### src/rtl/reg_bus_pkg.sv
// Shared widths, FSM encoding and latched-transaction type for the register-bus arbiter.
package reg_bus_pkg;
  localparam int ADDR_W = 16;
  localparam int DATA_W = 32;
  localparam int CNT_W  = 4;

  typedef enum logic [1:0] {
    ST_IDLE  = 2'd0,
    ST_ISSUE = 2'd1,
    ST_WAIT  = 2'd2,
    ST_DONE  = 2'd3
  } state_e;

  typedef struct packed {
    logic              wr;
    logic [ADDR_W-1:0] addr;
    logic [DATA_W-1:0] wdata;
  } txn_t;
endpackage

### src/rtl/reg_arbiter_if.sv
// Requester-side handshake plus register-bus signals; slave = arbiter, master = environment.
interface reg_arbiter_if #(parameter int NREQ = 4);
  import reg_bus_pkg::*;

  logic [NREQ-1:0]        req;
  logic [NREQ-1:0]        req_wr;
  logic [ADDR_W*NREQ-1:0] req_addr;
  logic [DATA_W*NREQ-1:0] req_wdata;
  logic [NREQ-1:0]        ack;
  logic [DATA_W-1:0]      rdata;
  logic                   busy;
  logic [ADDR_W-1:0]      reg_addr;
  logic [DATA_W-1:0]      reg_wdata;
  logic                   reg_wr;
  logic                   reg_rd;
  logic [DATA_W-1:0]      reg_rdata;

  modport slave (
    input  req, req_wr, req_addr, req_wdata, reg_rdata,
    output ack, rdata, busy, reg_addr, reg_wdata, reg_wr, reg_rd
  );

  modport master (
    output req, req_wr, req_addr, req_wdata, reg_rdata,
    input  ack, rdata, busy, reg_addr, reg_wdata, reg_wr, reg_rd
  );
endinterface

### src/rtl/reg_arbiter_rr_pick.sv
// Combinational round-robin picker: search starts one past the last winner and wraps.
module rr_pick #(
  parameter int NREQ  = 4,
  parameter int IDX_W = $clog2(NREQ)
) (
  input  logic [NREQ-1:0]  req,
  input  logic [IDX_W-1:0] last,
  output logic [NREQ-1:0]  gnt,
  output logic [IDX_W-1:0] idx,
  output logic             valid
);
  always_comb begin
    logic [IDX_W-1:0] cand;
    cand  = '0;
    gnt   = '0;
    idx   = '0;
    valid = 1'b0;
    for (int k = 1; k <= NREQ; k++) begin
      cand = IDX_W'((int'(last) + k) % NREQ);
      if (!valid && req[cand]) begin
        gnt[cand] = 1'b1;
        idx       = cand;
        valid     = 1'b1;
      end
    end
  end
endmodule

### src/rtl/reg_arbiter.sv
// Round-robin arbiter serialising NREQ requesters onto one register bus, one transaction at a time.
module reg_arbiter
  import reg_bus_pkg::*;
#(
  parameter int NREQ   = 4,
  parameter int RD_LAT = 1
) (
  input  logic          clk,
  input  logic          reset_n,
  reg_arbiter_if.slave  bus
);
  localparam int IDX_W = $clog2(NREQ);

  state_e            state_q, state_d;
  logic [IDX_W-1:0]  last_q, last_d;
  logic [IDX_W-1:0]  win_q, win_d;
  logic [CNT_W-1:0]  cnt_q, cnt_d;
  txn_t              txn_q, txn_d;
  logic [DATA_W-1:0] rdata_q, rdata_d;
  logic [NREQ-1:0]   ack_q, ack_d;
  logic              busy_q, busy_d;
  logic [ADDR_W-1:0] reg_addr_q, reg_addr_d;
  logic [DATA_W-1:0] reg_wdata_q, reg_wdata_d;
  logic              reg_wr_q, reg_wr_d;
  logic              reg_rd_q, reg_rd_d;

  logic [NREQ-1:0]              pick_gnt;
  logic [IDX_W-1:0]             pick_idx;
  logic                         pick_vld;
  logic [NREQ-1:0][ADDR_W-1:0]  addr_arr;
  logic [NREQ-1:0][DATA_W-1:0]  wdata_arr;

  assign addr_arr  = bus.req_addr;
  assign wdata_arr = bus.req_wdata;

  rr_pick #(.NREQ(NREQ), .IDX_W(IDX_W)) u_pick (
    .req   (bus.req),
    .last  (last_q),
    .gnt   (pick_gnt),
    .idx   (pick_idx),
    .valid (pick_vld)
  );

  always_comb begin
    state_d = state_q;
    last_d  = last_q;
    win_d   = win_q;
    cnt_d   = cnt_q;
    txn_d   = txn_q;
    rdata_d = rdata_q;
    case (state_q)
      ST_IDLE: if (pick_vld) begin
        win_d       = pick_idx;
        txn_d.wr    = bus.req_wr[pick_idx];
        txn_d.addr  = addr_arr[pick_idx];
        txn_d.wdata = wdata_arr[pick_idx];
        state_d     = ST_ISSUE;
      end
      ST_ISSUE: if (txn_q.wr) begin
        state_d = ST_DONE;
      end else begin
        cnt_d   = CNT_W'(RD_LAT - 1);
        state_d = ST_WAIT;
      end
      ST_WAIT: if (cnt_q == '0) begin
        rdata_d = bus.reg_rdata;
        state_d = ST_DONE;
      end else begin
        cnt_d = cnt_q - CNT_W'(1);
      end
      ST_DONE: begin
        last_d  = win_q;
        state_d = ST_IDLE;
      end
      default: state_d = ST_IDLE;
    endcase

    // Outputs are decoded from the next state so they register in step with it.
    busy_d      = (state_d != ST_IDLE);
    reg_wr_d    = (state_d == ST_ISSUE) &&  txn_d.wr;
    reg_rd_d    = (state_d == ST_ISSUE) && !txn_d.wr;
    reg_addr_d  = (state_d == ST_ISSUE || state_d == ST_WAIT) ? txn_d.addr : '0;
    reg_wdata_d = reg_wr_d ? txn_d.wdata : '0;
    ack_d       = (state_d == ST_DONE) ? (NREQ'(1) << win_d) : '0;
  end

  always_ff @(posedge clk) begin
    if (!reset_n) begin
      state_q     <= ST_IDLE;
      last_q      <= IDX_W'(NREQ - 1);
      win_q       <= '0;
      cnt_q       <= '0;
      txn_q       <= '0;
      rdata_q     <= '0;
      ack_q       <= '0;
      busy_q      <= 1'b0;
      reg_addr_q  <= '0;
      reg_wdata_q <= '0;
      reg_wr_q    <= 1'b0;
      reg_rd_q    <= 1'b0;
    end else begin
      state_q     <= state_d;
      last_q      <= last_d;
      win_q       <= win_d;
      cnt_q       <= cnt_d;
      txn_q       <= txn_d;
      rdata_q     <= rdata_d;
      ack_q       <= ack_d;
      busy_q      <= busy_d;
      reg_addr_q  <= reg_addr_d;
      reg_wdata_q <= reg_wdata_d;
      reg_wr_q    <= reg_wr_d;
      reg_rd_q    <= reg_rd_d;
    end
  end

  assign bus.ack       = ack_q;
  assign bus.rdata     = rdata_q;
  assign bus.busy      = busy_q;
  assign bus.reg_addr  = reg_addr_q;
  assign bus.reg_wdata = reg_wdata_q;
  assign bus.reg_wr    = reg_wr_q;
  assign bus.reg_rd    = reg_rd_q;
endmodule

### src/flat_wrapper.sv
// flat-port wrapper written by rule: the top's interface ports become plain ports
module reg_arbiter_flat import reg_bus_pkg::*;
#(
  parameter int NREQ   = 4,
  parameter int RD_LAT = 1
)
  (clk, reset_n, bus_req, bus_req_wr, bus_req_addr, bus_req_wdata, bus_reg_rdata, bus_ack, bus_rdata, bus_busy, bus_reg_addr, bus_reg_wdata, bus_reg_wr, bus_reg_rd);
  reg_arbiter_if #(.NREQ(NREQ)) bus_i ();
  input  logic clk;
  input  logic reset_n;
  input wire logic [$bits(bus_i.req)-1:0] bus_req;
  input wire logic [$bits(bus_i.req_wr)-1:0] bus_req_wr;
  input wire logic [$bits(bus_i.req_addr)-1:0] bus_req_addr;
  input wire logic [$bits(bus_i.req_wdata)-1:0] bus_req_wdata;
  input wire logic [$bits(bus_i.reg_rdata)-1:0] bus_reg_rdata;
  output wire logic [$bits(bus_i.ack)-1:0] bus_ack;
  output wire logic [$bits(bus_i.rdata)-1:0] bus_rdata;
  output wire logic [$bits(bus_i.busy)-1:0] bus_busy;
  output wire logic [$bits(bus_i.reg_addr)-1:0] bus_reg_addr;
  output wire logic [$bits(bus_i.reg_wdata)-1:0] bus_reg_wdata;
  output wire logic [$bits(bus_i.reg_wr)-1:0] bus_reg_wr;
  output wire logic [$bits(bus_i.reg_rd)-1:0] bus_reg_rd;
  assign bus_i.req = bus_req;
  assign bus_i.req_wr = bus_req_wr;
  assign bus_i.req_addr = bus_req_addr;
  assign bus_i.req_wdata = bus_req_wdata;
  assign bus_i.reg_rdata = bus_reg_rdata;
  assign bus_ack = bus_i.ack;
  assign bus_rdata = bus_i.rdata;
  assign bus_busy = bus_i.busy;
  assign bus_reg_addr = bus_i.reg_addr;
  assign bus_reg_wdata = bus_i.reg_wdata;
  assign bus_reg_wr = bus_i.reg_wr;
  assign bus_reg_rd = bus_i.reg_rd;
  reg_arbiter #(.NREQ(NREQ), .RD_LAT(RD_LAT)) u_core (.clk(clk), .reset_n(reset_n), .bus(bus_i));
endmodule
### config.mk
export PLATFORM = sky130hd
export DESIGN_NAME = reg_arbiter_flat
export DESIGN_NICKNAME = d
export VERILOG_FILES = /design/src/rtl/reg_bus_pkg.sv /design/src/rtl/reg_arbiter_if.sv /design/src/rtl/reg_arbiter_rr_pick.sv /design/src/rtl/reg_arbiter.sv /design/src/flat_wrapper.sv
export SDC_FILE = /design/constraint.sdc
export NUM_CORES = 1
export LEC_CHECK = 0
export CAP_MARGIN = 20
export CELL_PAD_IN_SITES_DETAIL_PLACEMENT = 0
export CELL_PAD_IN_SITES_GLOBAL_PLACEMENT = 1
export CORE_AREA = 2 2 153 155
export DETAILED_ROUTE_END_ITERATION = 6
export DIE_AREA = 0 0 155 157
export HOLD_SLACK_MARGIN = 0.15
export PLACE_DENSITY_LB_ADDON = 0.05
export SLEW_MARGIN = 20
export SYNTH_ARGS = -nofsm -noshare
export SYNTH_HDL_FRONTEND = slang
export SYNTH_SLANG_ARGS = --single-unit
### constraint.sdc
create_clock -name clk -period 2.49 [get_ports clk]
set_input_delay 0.498 -clock clk [delete_from_list [all_inputs] [get_ports clk]]
set_output_delay 0.498 -clock clk [all_outputs]
set_load 0.05 [all_outputs]
==> metrics.md, run 1 <==
| Metric | Value |
|---|---|
| Vias in the first global route | 6674 |
| Clock buffer depth | 2 |
| TritonCTS clock tree | done |
| Yosys warns | 0 |
| DR WL/cell | 18.0 um |
| Worst hold slack | 0.465 ns |
| Tmin final | 2.40 ns |
| Final setup margin | 0.0888 ns |
| Max Slew Vio Count | 0 |
| Setup slack at placement | -0.387 ns |
| Finish-stage setup viols | 0 |
| IO Count | 321 |
| Layout cells sized above 1 | 15.2% |
| Syn nets | 940 |
| Global Route Usage Sum | 18.8% |
| First-pass GRT wire length | 35.5 mm |
| Routed vias | 6566 |
| Synth Area per Inst | 9.58 um^2 |
| Leak Pwr | 4.12 nW |
| Synth Area in Simple Gates | 18.6% |
| GPL Wtd Cong | 0.818 |
| Worst-Skew Late Latency | 0.42 ns |
| Detailed placement HPWL | 17.4 mm |
| Worst setup SP type | input pin |
| Worst supply voltage drop on vdd | 0.000472 V |
| Mapped Area | 6670 um^2 |
| ANT nets after route | 0 |
| Die extent in x | 155 um |
| Diode count | 0 |
| DRC violations left | 0 |
| Port buffer count | 320 |
| Top cell type by total area after synthesis | dfxtp_1 |
| Fillers | 2133 |
| Initial antenna violation count | 0 |
| DR pass1 iterations | 4 |
| Post-route clock period utilization | 96.4% |
| Skew final | 0.0113 ns |
| Multiplexer share of the synthesized area | 13.5% |
| Root Buffer | clkbuf_16 |
| Synth top area share | 43.9% |
| Final wirelength | 23.8 mm |
| Post-synthesis compound-gate area fraction | 17.7% |
| Hold Path Class | flop to flop |
| Die area | 24300 um^2 |
| Largest net degree at the start of global routing | 40 |
| Post-synth top cells | 146 x dfxtp_1, 75 x nand2_1, 56 x nor2_1, 55 x nor2b_1, 51 x clkbuf_1 |
| Register area share after synthesis | 43.9% |
| Worst Max-Slew Pin Slew | 0.581 ns |
| H-tree Lvls | 4 |
| Worst Path Max Fanout | 19 |
| Leading post-synthesis cells by cell area | dfxtp_1 44%, mux2_2 5.4%, mux4_2 5.4% |
| Endpoint class of the critical path | flop |
| CP required | 2.79 ns |
| Distinct cells, synth | 44 |
| P&R area growth vs syn | 67.5% |
| Overall power | 11.4 mW |
| Post-Synthesis Cells | 696 |
| Arrival time worst endpoint | 2.71 ns |
| Adder-cell share of the synthesized area | 1.88% |
| EDFF count, synth | 0 |
| Cell Pwr Density | 1020 nW/um^2 |
| Overflow after GRT | 0 |
| MaxCap Viol Count | 0 |
| Num CTS Buffers | 17 |
| Row count | 55 |
| Initial DRC count | 313 |
| Final Hold Fails | 0 |
| Status | completed |
| CTS Sinks | 146 |
| Clock-pin slew on the worst setup and hold paths | 0.06 ns |
| Asr flop ratio synth | 0% |
| Peak Freq | 416 MHz |
| Setup TNS | 0 ns |
| Mean number of vias per cell | 4.96 |
| Worst rel slew slack | 61.1% |
| Post-synth top flop | dfxtp_1 |
| Area of the core | 22500 um^2 |
| Post-Synth XOR/XNOR Area | 0% |
| Largest family of logic cells by synthesized area | simple AND/OR/NAND/NOR gates |
| Final Net Count | 1270 |
| Post-synthesis register bit count | 146 |
| CP Class | input pin to flop |
| Die span in y | 157 um |
| Most frequent cell after synthesis | dfxtp_1 |
| Starting Density | 29.6% |
| Cts hold-fix bufs | 0 |
==> area by class of cell <==
type	count	area, um^2	share of cell area [%]
Clock inverter	11	118	1.05
Clock buffer	21	460	4.12
Sequential cell	146	2920	26.2
Multi-Input combinational cell	478	3570	31.9
Timing Repair Buffer	376	3710	33.3
Tap cell	285	357	3.19
Inverter	7	26.3	0.235
==> flip-flops by register name, indices dropped and copies added, names as in the netlist <==
register              cells
u_core.state_q            2
u_core.bus.reg_wdata     32
u_core.win_q              2
u_core.bus.rdata         32
u_core.bus.busy           1
u_core.bus.reg_addr      16
u_core.bus.ack            4
u_core.bus.reg_wr         1
u_core.cnt_q              4
u_core.bus.reg_rd         1
u_core.last_q             2
u_core.txn_q             49
==> stage by stage <==
stage          cells  utilization (%)  cell area [um^2]
5_1_grt         1324             49.6             11200
2_1_floorplan    696                -              6670
3_5_place_dp    1289             46.6             10500
4_1_cts         1321             49.1             11100
3_3_place_gp    1289             46.6             10500
6_report        1324             49.6             11200
==> what timing repair did <==
| action | in CTS | in global routing |
|---|---|---|
| setup buffers | 0 | 2 |
| setup endpoints to repair | 0 | 66 |
| hold endpoints to repair | 0 | 0 |
| resized for setup | 0 | 16 |
==> power breakdown <==
part	leakage, nW	switching [mW]	internal, mW	total, mW
Sequential	1.19	0.240	2.98	3.22
Clock	0.284	1.07	1.45	2.52
Combinational	2.64	3.34	2.31	5.65
==> final timing paths <==
check / depth (start not counted) / to / slack [ns] / startpoint
setup / recovery: 10 / u_core.bus.reg_addr[6] / 0.09 / bus_req[1]
hold / removal: 2 / u_core.bus.rdata[14] / 0.46 / u_core.bus.rdata[14]
setup reg to reg: 12 / u_core.bus.reg_wdata[30] / 0.25 / u_core.state_q[0]
hold reg to reg: 2 / u_core.bus.rdata[14] / 0.46 / u_core.bus.rdata[14]
==> cells in the final DEF, fill, tap and decap left out, types with 3 or more instances in the layout <==
| cell type | instances |
|---|---|
| clkdlybuf4s50_1 | 319 |
| dfxtp_1 | 146 |
| nand2_1 | 75 |
| nor2_1 | 55 |
| nor2b_1 | 55 |
| buf_4 | 48 |
| a21boi_0 | 33 |
| nand4_1 | 33 |
| a211oi_1 | 33 |
| mux2_2 | 32 |
| o31ai_1 | 32 |
| a221oi_1 | 28 |
| clkbuf_16 | 18 |
| mux4_2 | 16 |
| and2_1 | 10 |
| mux2i_1 | 10 |
| ha_1 | 10 |
| mux2i_2 | 8 |
| inv_1 | 7 |
| buf_12 | 6 |
| clkinv_4 | 5 |
| inv_6 | 5 |
| nand3_1 | 4 |
| a221oi_2 | 4 |
| o21ai_0 | 3 |
| nor3_1 | 3 |
==> metal layers <==
layer | part of all wire [%] | global-route usage (%) | up-vias
met5 | 0 | 0 | -
met4 | 1.7 | 5.78 | 0
met3 | 7.8 | 6.22 | 26
met2 | 47 | 31.0 | 249
met1 | 44 | 23.2 | 3103
li1 | - | - | 3188
==> critical path, cell delays in order <==
cell and delay, ns:
clkdlybuf4s50_1 0.42, buf_4 0.17, nand2b_1 0.15, a21oi_4 0.09, nor3_4 0.18, buf_4 0.17, buf_12 0.19, mux4_2 0.55
mux2i_2 0.21, nor2_1 0.07
==> cells by family (layout without fill, tap and decap cells) <==
kind of cell / Yosys count / in the layout
buffers and inverters: 72 / 415
adders and majority gates: 10 / 10
AOI/OAI and AO/OA: 153 / 153
muxes: 66 / 66
DFF: 146 / 146
and+or+nand+nor: 249 / 249
Power figures use the tool's default switching activity.
==> run 2: changes to the inputs <==
--- a/config.mk
+++ b/config.mk
@@ -13,7 +13,6 @@
 export DIE_AREA = 0 0 155 157
 export HOLD_SLACK_MARGIN = 0.15
 export PLACE_DENSITY_LB_ADDON = 0.05
-export SLEW_MARGIN = 20
 export SYNTH_ARGS = -nofsm -noshare
 export SYNTH_HDL_FRONTEND = slang
 export SYNTH_SLANG_ARGS = --single-unit
==> results of run 2 <==
Same layout as run 1: the final DEF is identical, and so are final timing and power.
